==> config.mk <==
export PLATFORM = sky130hd
export DESIGN_NAME = seg7_mux_driver
export DESIGN_NICKNAME = d
export VERILOG_FILES = /design/src/rtl/seg7_pkg.sv /design/src/rtl/seg7_decode.sv /design/src/rtl/seg7_mux_driver.sv
export SDC_FILE = /design/constraint.sdc
export NUM_CORES = 1
export LEC_CHECK = 0
export ABC_CLOCK_PERIOD_IN_PS = 3500
export BUFFER_PORTS_ARGS = -buffer_cell sky130_fd_sc_hd__buf_2
export CAP_MARGIN = 20
export CORE_AREA = 2 2 73 75
export DETAILED_ROUTE_END_ITERATION = 16
export DIE_AREA = 0 0 75 77
export PLACE_DENSITY = 0.65
export SYNTH_ARGS = -nofsm -noshare
export SYNTH_HDL_FRONTEND = slang
export SYNTH_SLANG_ARGS = --single-unit
==> constraint.sdc <==
create_clock -name clk -period 3.5 [get_ports clk]
set_input_delay 0.35 -clock clk [delete_from_list [all_inputs] [get_ports clk]]
set_output_delay 0.35 -clock clk [all_outputs]
set_load 0.01 [all_outputs]
==> src/rtl/seg7_pkg.sv <==
// Shared definitions for the seven-segment display driver: segment bit
// positions, glyph patterns and the BCD-to-segment lookup function.
package seg7_pkg;

   // Segment bus bit positions, bus order is {a,b,c,d,e,f,g}
   localparam int SEG_W = 7;
   localparam int SEG_A = 6;
   localparam int SEG_B = 5;
   localparam int SEG_C = 4;
   localparam int SEG_D = 3;
   localparam int SEG_E = 2;
   localparam int SEG_F = 1;
   localparam int SEG_G = 0;

   // Width of one packed BCD digit
   localparam int BCD_W = 4;

   // Largest valid BCD code; anything above shows a dash and raises err
   localparam logic [BCD_W-1:0] BCD_MAX = 4'd9;

   // Glyph patterns, 1 = segment lit (active-high, before polarity)
   localparam logic [SEG_W-1:0] SEG_0     = 7'b1111110;
   localparam logic [SEG_W-1:0] SEG_1     = 7'b0110000;
   localparam logic [SEG_W-1:0] SEG_2     = 7'b1101101;
   localparam logic [SEG_W-1:0] SEG_3     = 7'b1111001;
   localparam logic [SEG_W-1:0] SEG_4     = 7'b0110011;
   localparam logic [SEG_W-1:0] SEG_5     = 7'b1011011;
   localparam logic [SEG_W-1:0] SEG_6     = 7'b1011111;
   localparam logic [SEG_W-1:0] SEG_7     = 7'b1110000;
   localparam logic [SEG_W-1:0] SEG_8     = 7'b1111111;
   localparam logic [SEG_W-1:0] SEG_9     = 7'b1111011;
   localparam logic [SEG_W-1:0] SEG_DASH  = 7'b0000001;
   localparam logic [SEG_W-1:0] SEG_BLANK = 7'b0000000;

   // Map a BCD code to its glyph; codes 10..15 render as a dash
   function automatic logic [SEG_W-1:0] bcd_to_seg(input logic [BCD_W-1:0] bcd);
      logic [SEG_W-1:0] pat;
      case (bcd)
         4'd0:    pat = SEG_0;
         4'd1:    pat = SEG_1;
         4'd2:    pat = SEG_2;
         4'd3:    pat = SEG_3;
         4'd4:    pat = SEG_4;
         4'd5:    pat = SEG_5;
         4'd6:    pat = SEG_6;
         4'd7:    pat = SEG_7;
         4'd8:    pat = SEG_8;
         4'd9:    pat = SEG_9;
         default: pat = SEG_DASH;
      endcase
      return pat;
   endfunction

   // True when a BCD code is outside 0..9
   function automatic logic bcd_invalid(input logic [BCD_W-1:0] bcd);
      return (bcd > BCD_MAX);
   endfunction

endpackage

==> src/rtl/seg7_decode.sv <==
// Combinational BCD to seven-segment lookup for the currently scanned digit.
module seg7_decode
   import seg7_pkg::*;
(
   input  logic [BCD_W-1:0] bcd,
   output logic [SEG_W-1:0] seg
);

   // Pure table lookup, shared with any other user of the package
   assign seg = bcd_to_seg(bcd);

endmodule

==> src/rtl/seg7_mux_driver.sv <==
// Time-multiplexed N-digit seven-segment driver. Latches a packed BCD word
// on load, scans one digit per PRESCALE cycles, applies leading-zero
// blanking and decimal points, and registers all pin-facing outputs with
// optional active-low polarity.
module seg7_mux_driver
   import seg7_pkg::*;
#(
   parameter int DIGITS     = 4,
   parameter int PRESCALE   = 1000,
   parameter bit ACTIVE_LOW = 1'b0
) (
   input  logic                    clk,
   input  logic                    rst_n,
   input  logic                    load,
   input  logic [BCD_W*DIGITS-1:0] din,
   input  logic [DIGITS-1:0]       dp_in,
   input  logic                    blank_lz,
   output logic [SEG_W-1:0]        seg,
   output logic                    dp,
   output logic [DIGITS-1:0]       an,
   output logic                    err
);

   // A single-digit display still needs a 1-bit index register
   localparam int IW = (DIGITS > 1) ? $clog2(DIGITS) : 1;
   localparam int PW = $clog2(PRESCALE);

   localparam logic [IW-1:0] IDX_LAST  = IW'(DIGITS - 1);
   localparam logic [PW-1:0] PCNT_LAST = PW'(PRESCALE - 1);

   // Polarity masks XORed in at the output registers only
   localparam logic [SEG_W-1:0]  SEG_INV = {SEG_W{ACTIVE_LOW}};
   localparam logic [DIGITS-1:0] AN_INV  = {DIGITS{ACTIVE_LOW}};

   // Scan timing
   logic [PW-1:0] pcnt;
   logic [IW-1:0] idx;
   logic          slot_end;

   // Latched display contents
   logic [DIGITS-1:0][BCD_W-1:0] val;
   logic [DIGITS-1:0]            dpl;

   // Per-digit derived state
   logic [DIGITS-1:0] blank_mask;
   logic              upper_zero;
   logic              any_invalid;

   // Selected digit and next output values (active-high)
   logic [BCD_W-1:0]  cur_bcd;
   logic              cur_dp;
   logic              cur_blank;
   logic [SEG_W-1:0]  cur_seg;
   logic [SEG_W-1:0]  seg_n;
   logic              dp_n;
   logic [DIGITS-1:0] an_n;

   assign slot_end = (pcnt == PCNT_LAST);

   // Prescaler and digit index; index steps on the prescaler terminal count
   always_ff @(posedge clk or negedge rst_n) begin
      // NOTE: sequential state uses non-blocking assignments so every register
      // samples pre-edge values regardless of statement or block order.
      if (!rst_n) begin
         pcnt <= '0;
         idx  <= '0;
      end else if (slot_end) begin
         pcnt <= '0;
         idx  <= (idx == IDX_LAST) ? '0 : idx + 1'b1;
      end else begin
         pcnt <= pcnt + 1'b1;
      end
   end

   // Value and decimal-point latch; independent of the scan position
   always_ff @(posedge clk or negedge rst_n) begin
      // NOTE: these latch registers are few and must read as blank after
      // reset, so they are reset; a large storage array would not be.
      if (!rst_n) begin
         val <= '0;
         dpl <= '0;
      end else if (load) begin
         val <= din;
         dpl <= dp_in;
      end
   end

   // Leading-zero mask: walk down from the top digit while all seen are zero
   always_comb begin
      // NOTE: every combinational output gets a default first, so no path
      // leaves a variable unassigned and no latch is inferred.
      blank_mask = '0;
      upper_zero = 1'b1;
      for (int i = DIGITS - 1; i > 0; i--) begin
         upper_zero    = upper_zero & (val[i] == '0);
         blank_mask[i] = blank_lz & upper_zero;
      end
   end

   // Flag any latched digit outside the BCD range
   always_comb begin
      any_invalid = 1'b0;
      for (int i = 0; i < DIGITS; i++) begin
         any_invalid = any_invalid | bcd_invalid(val[i]);
      end
   end

   // Select the digit under the scan index
   always_comb begin
      cur_bcd   = '0;
      cur_dp    = 1'b0;
      cur_blank = 1'b0;
      for (int i = 0; i < DIGITS; i++) begin
         if (idx == IW'(i)) begin
            cur_bcd   = val[i];
            cur_dp    = dpl[i];
            cur_blank = blank_mask[i];
         end
      end
   end

   seg7_decode u_decode (
      .bcd (cur_bcd),
      .seg (cur_seg)
   );

   // Next active-high outputs; a blanked digit drives nothing at all
   always_comb begin
      seg_n = SEG_BLANK;
      dp_n  = 1'b0;
      an_n  = '0;
      if (!cur_blank) begin
         seg_n = cur_seg;
         dp_n  = cur_dp;
         an_n  = DIGITS'(1) << idx;
      end
   end

   // Output registers with polarity applied; reset drives everything inactive
   always_ff @(posedge clk or negedge rst_n) begin
      if (!rst_n) begin
         seg <= SEG_INV;
         dp  <= ACTIVE_LOW;
         an  <= AN_INV;
         err <= 1'b0;
      end else begin
         seg <= seg_n ^ SEG_INV;
         dp  <= dp_n ^ ACTIVE_LOW;
         an  <= an_n ^ AN_INV;
         err <= any_invalid;
      end
   end

endmodule

==> results.tsv <==
metric	value	unit
outcome	complete, no violations	
delay-heaviest family, CP	adder cells	
Root Buffer Master	clkbuf_8	
most common cell in the netlist	dfrtp_1	
Area growth syn-to-layout	16.8	%
hold slack	0.251	ns
max_cap viols	0	
Starting DRT DRC Count	58	
CTS Buffer Depth	2	
Worst-path clk slew	0.08	ns
Global Route Usage Sum	14.8	%
relative slew slack	61.8	%
CP peak stage delay	0.41	ns
CTS sink count	45	
initial antenna violation count	0	
vias post-DR	1442	
syn_nets	215	
post-synth cell types	39	
CP Class	reg -> reg	
Die X-Extent	75	microns
Final Max Tran Viols	0	
PortBufs	36	
ys async rst share	100	%
Seq cells post-synth	45	
synth cell count leaders	45 x dfrtp_1, 22 x mux2_2, 16 x o21ai_0	
min Tclk post-route	2.29	ns
Clock Latency Late Sink	0.29	ns
cts repair resizes	0	
Setup crit end kind	flip-flop	
# DRC	0	
syn_area_per_cell	11.8	sq um
WP buf/inv	1	
Max IR drop VDD	0.188	mV
Core Rows	26	
number of global-route vias before repair	1471	
layout cells sized above 1	32.9	%
hpwl dp	2800	microns
Worst Path Required	3.71	ns
FMAX	437	MHz
full die area	5780	sq um
Post-CTS Setup Inserts	0	
Primary FF master, synth	dfrtp_1	
post-route ant nets	0	
core box area	4980	sq um
largest fanout on the critical path	11	
Gate Count Post-Synth	181	
Ant. Diodes	0	
Hold Vio Cnt, Final	0	
Avg WL per Cell	13.1	microns
grt total ovfl	0	
CTS tree	built	
TritonCTS buffer count	5	
GPL Wtd Cong	0.823	
Critical Path AT	2.50	ns
total negative slack	0	ns
Tcrit/Tclk final	65.4	%
global-route wire length before repair	6510	microns
ranking of synthesized cells by area	dfrtp_1 53%, mux2_2 12%, ha_1 5.8%	
Crit-path slowest cell	dfrtp_1	
IO Count	37	
top-area cell type share of the netlist area	52.5	%
post-synthesis sequential area ratio	52.5	%
Post-Route WL	3830	microns
Top cell by count, worst path	ha_1	
NumNets Final	256	
Ys Warns	0	
die height	77	microns
Hold-fix buffers, CTS	0	
post-DR vias/cell	4.94	
Starting Density	43.1	%
worst clock skew	0.00514	ns
P_leak	0.00110	uW
Hold WC Path Type	in -> reg	
CTS H-tree depth	2	
EDFF count, synth	0	
Netlist Area Pre-Place	2140	sq um
largest net degree at the start of global routing	46	
Worst Tran Pin Value	0.569	ns
Power Density	415	nW/um^2
final setup vio count	0	
unrepaired setup endpoints after global routing	no	
crit path cell chain	ha_1 -> or2_4 -> o221ai_1 -> inv_1 -> ha_1 -> mux2_2 -> o21ai_0	
most area-hungry cell type in the Yosys netlist	dfrtp_1	
CP Launch Type	flip-flop	
DRT Pass-1 Iters	4	
placed cells by master (no fill, tap or decap), types with 3 or more instances in the layout:
| cell | netlist | layout |
|---|---|---|
| clkbuf_8 | 0 | 6 |
| mux2_2 | 22 | 22 |
| o21ai_0 | 16 | 16 |
| a21oi_1 | 4 | 4 |
| nand3_1 | 6 | 6 |
| a21oi_2 | 3 | 3 |
| nor2b_1 | 5 | 5 |
| buf_2 | 1 | 36 |
| nand2_1 | 11 | 11 |
| xor2_1 | 3 | 3 |
| nor4_1 | 3 | 3 |
| inv_1 | 6 | 6 |
| mux2i_1 | 3 | 3 |
| xnor2_1 | 3 | 3 |
| nor2_1 | 12 | 12 |
| or2b_1 | 4 | 4 |
| dfrtp_1 | 45 | 45 |
| ha_1 | 10 | 10 |
registers in the layout, summed over array words and instances (netlist names):
signal and flops:
dp 1, seg 7, pcnt 10, dpl 4
val 16, an 4, idx 2, err 1
layout make-up:
| cell class | instances | area (sq um) |
|---|---|---|
| Tap cell | 70 | 87.6 |
| Multi-Input combinational cell | 126 | 972 |
| Timing Repair Buffer | 38 | 210 |
| Sequential cell | 45 | 1130 |
| Fill cell | 456 | 2470 |
| Inverter | 6 | 22.5 |
| Clock buffer | 7 | 86.3 |
through the flow:
stage | power, uW | std cells | area, sq um | setup slack, ns | utilization (%)
6_report | 1040 | 292 | 2500 | 1.21 | 50.3
5_1_grt | 1100 | 292 | 2500 | 1.05 | 50.3
4_1_cts | 1050 | 290 | 2470 | 1.21 | 49.7
3_5_place_dp | 730 | 283 | 2390 | 1.22 | 48.0
3_3_place_gp | 728 | 283 | 2390 | 1.27 | 48.0
2_1_floorplan | 671 | 181 | 2140 | 1.42 | -
metal layers:
metal	vias up	part of all wire (%)	wire length (microns)	GRT usage [%]
met2	35	48	1820	23.4
met5	-	0	0	0
met1	684	46	1770	18.2
li1	716	-	-	-
met3	7	4.6	176	4.99
met4	0	1.6	62	6.07
where the power goes:
part           internal [uW]  leakage, uW  switching (uW)
clock                    157    0.0000443             161
sequential               558     0.000542            24.3
combinational           69.8     0.000511            69.1
path summary, 6_finish.rpt:
kind	start	to	slack, ns	cells past startpoint
max reg2reg	idx[0]$_DFFE_PN0N_	seg[3]$_DFF_PN0_	1.21	7
max	idx[0]$_DFFE_PN0N_	seg[3]$_DFF_PN0_	1.21	7
min reg2reg	pcnt[0]$_DFF_PN0_	pcnt[0]$_DFF_PN0_	0.49	1
min in group asynchronous	rst_n	an[1]$_DFF_PN0_	0.48	2
max in group asynchronous	rst_n	val[12]$_DFFE_PN0P_	2.55	3
min	blank_lz	an[3]$_DFF_PN0_	0.25	2
cells by family after synthesis:
family	after synthesis	synth area share (%)
mux	25	13.0
flops	45	52.5
xor+xnor	6	2.45
compound gates	35	11.6
simple gates	50	12.5
buf+inv	10	2.16
fa+ha+maj	10	5.83
(Power assumes the default switching activity.)
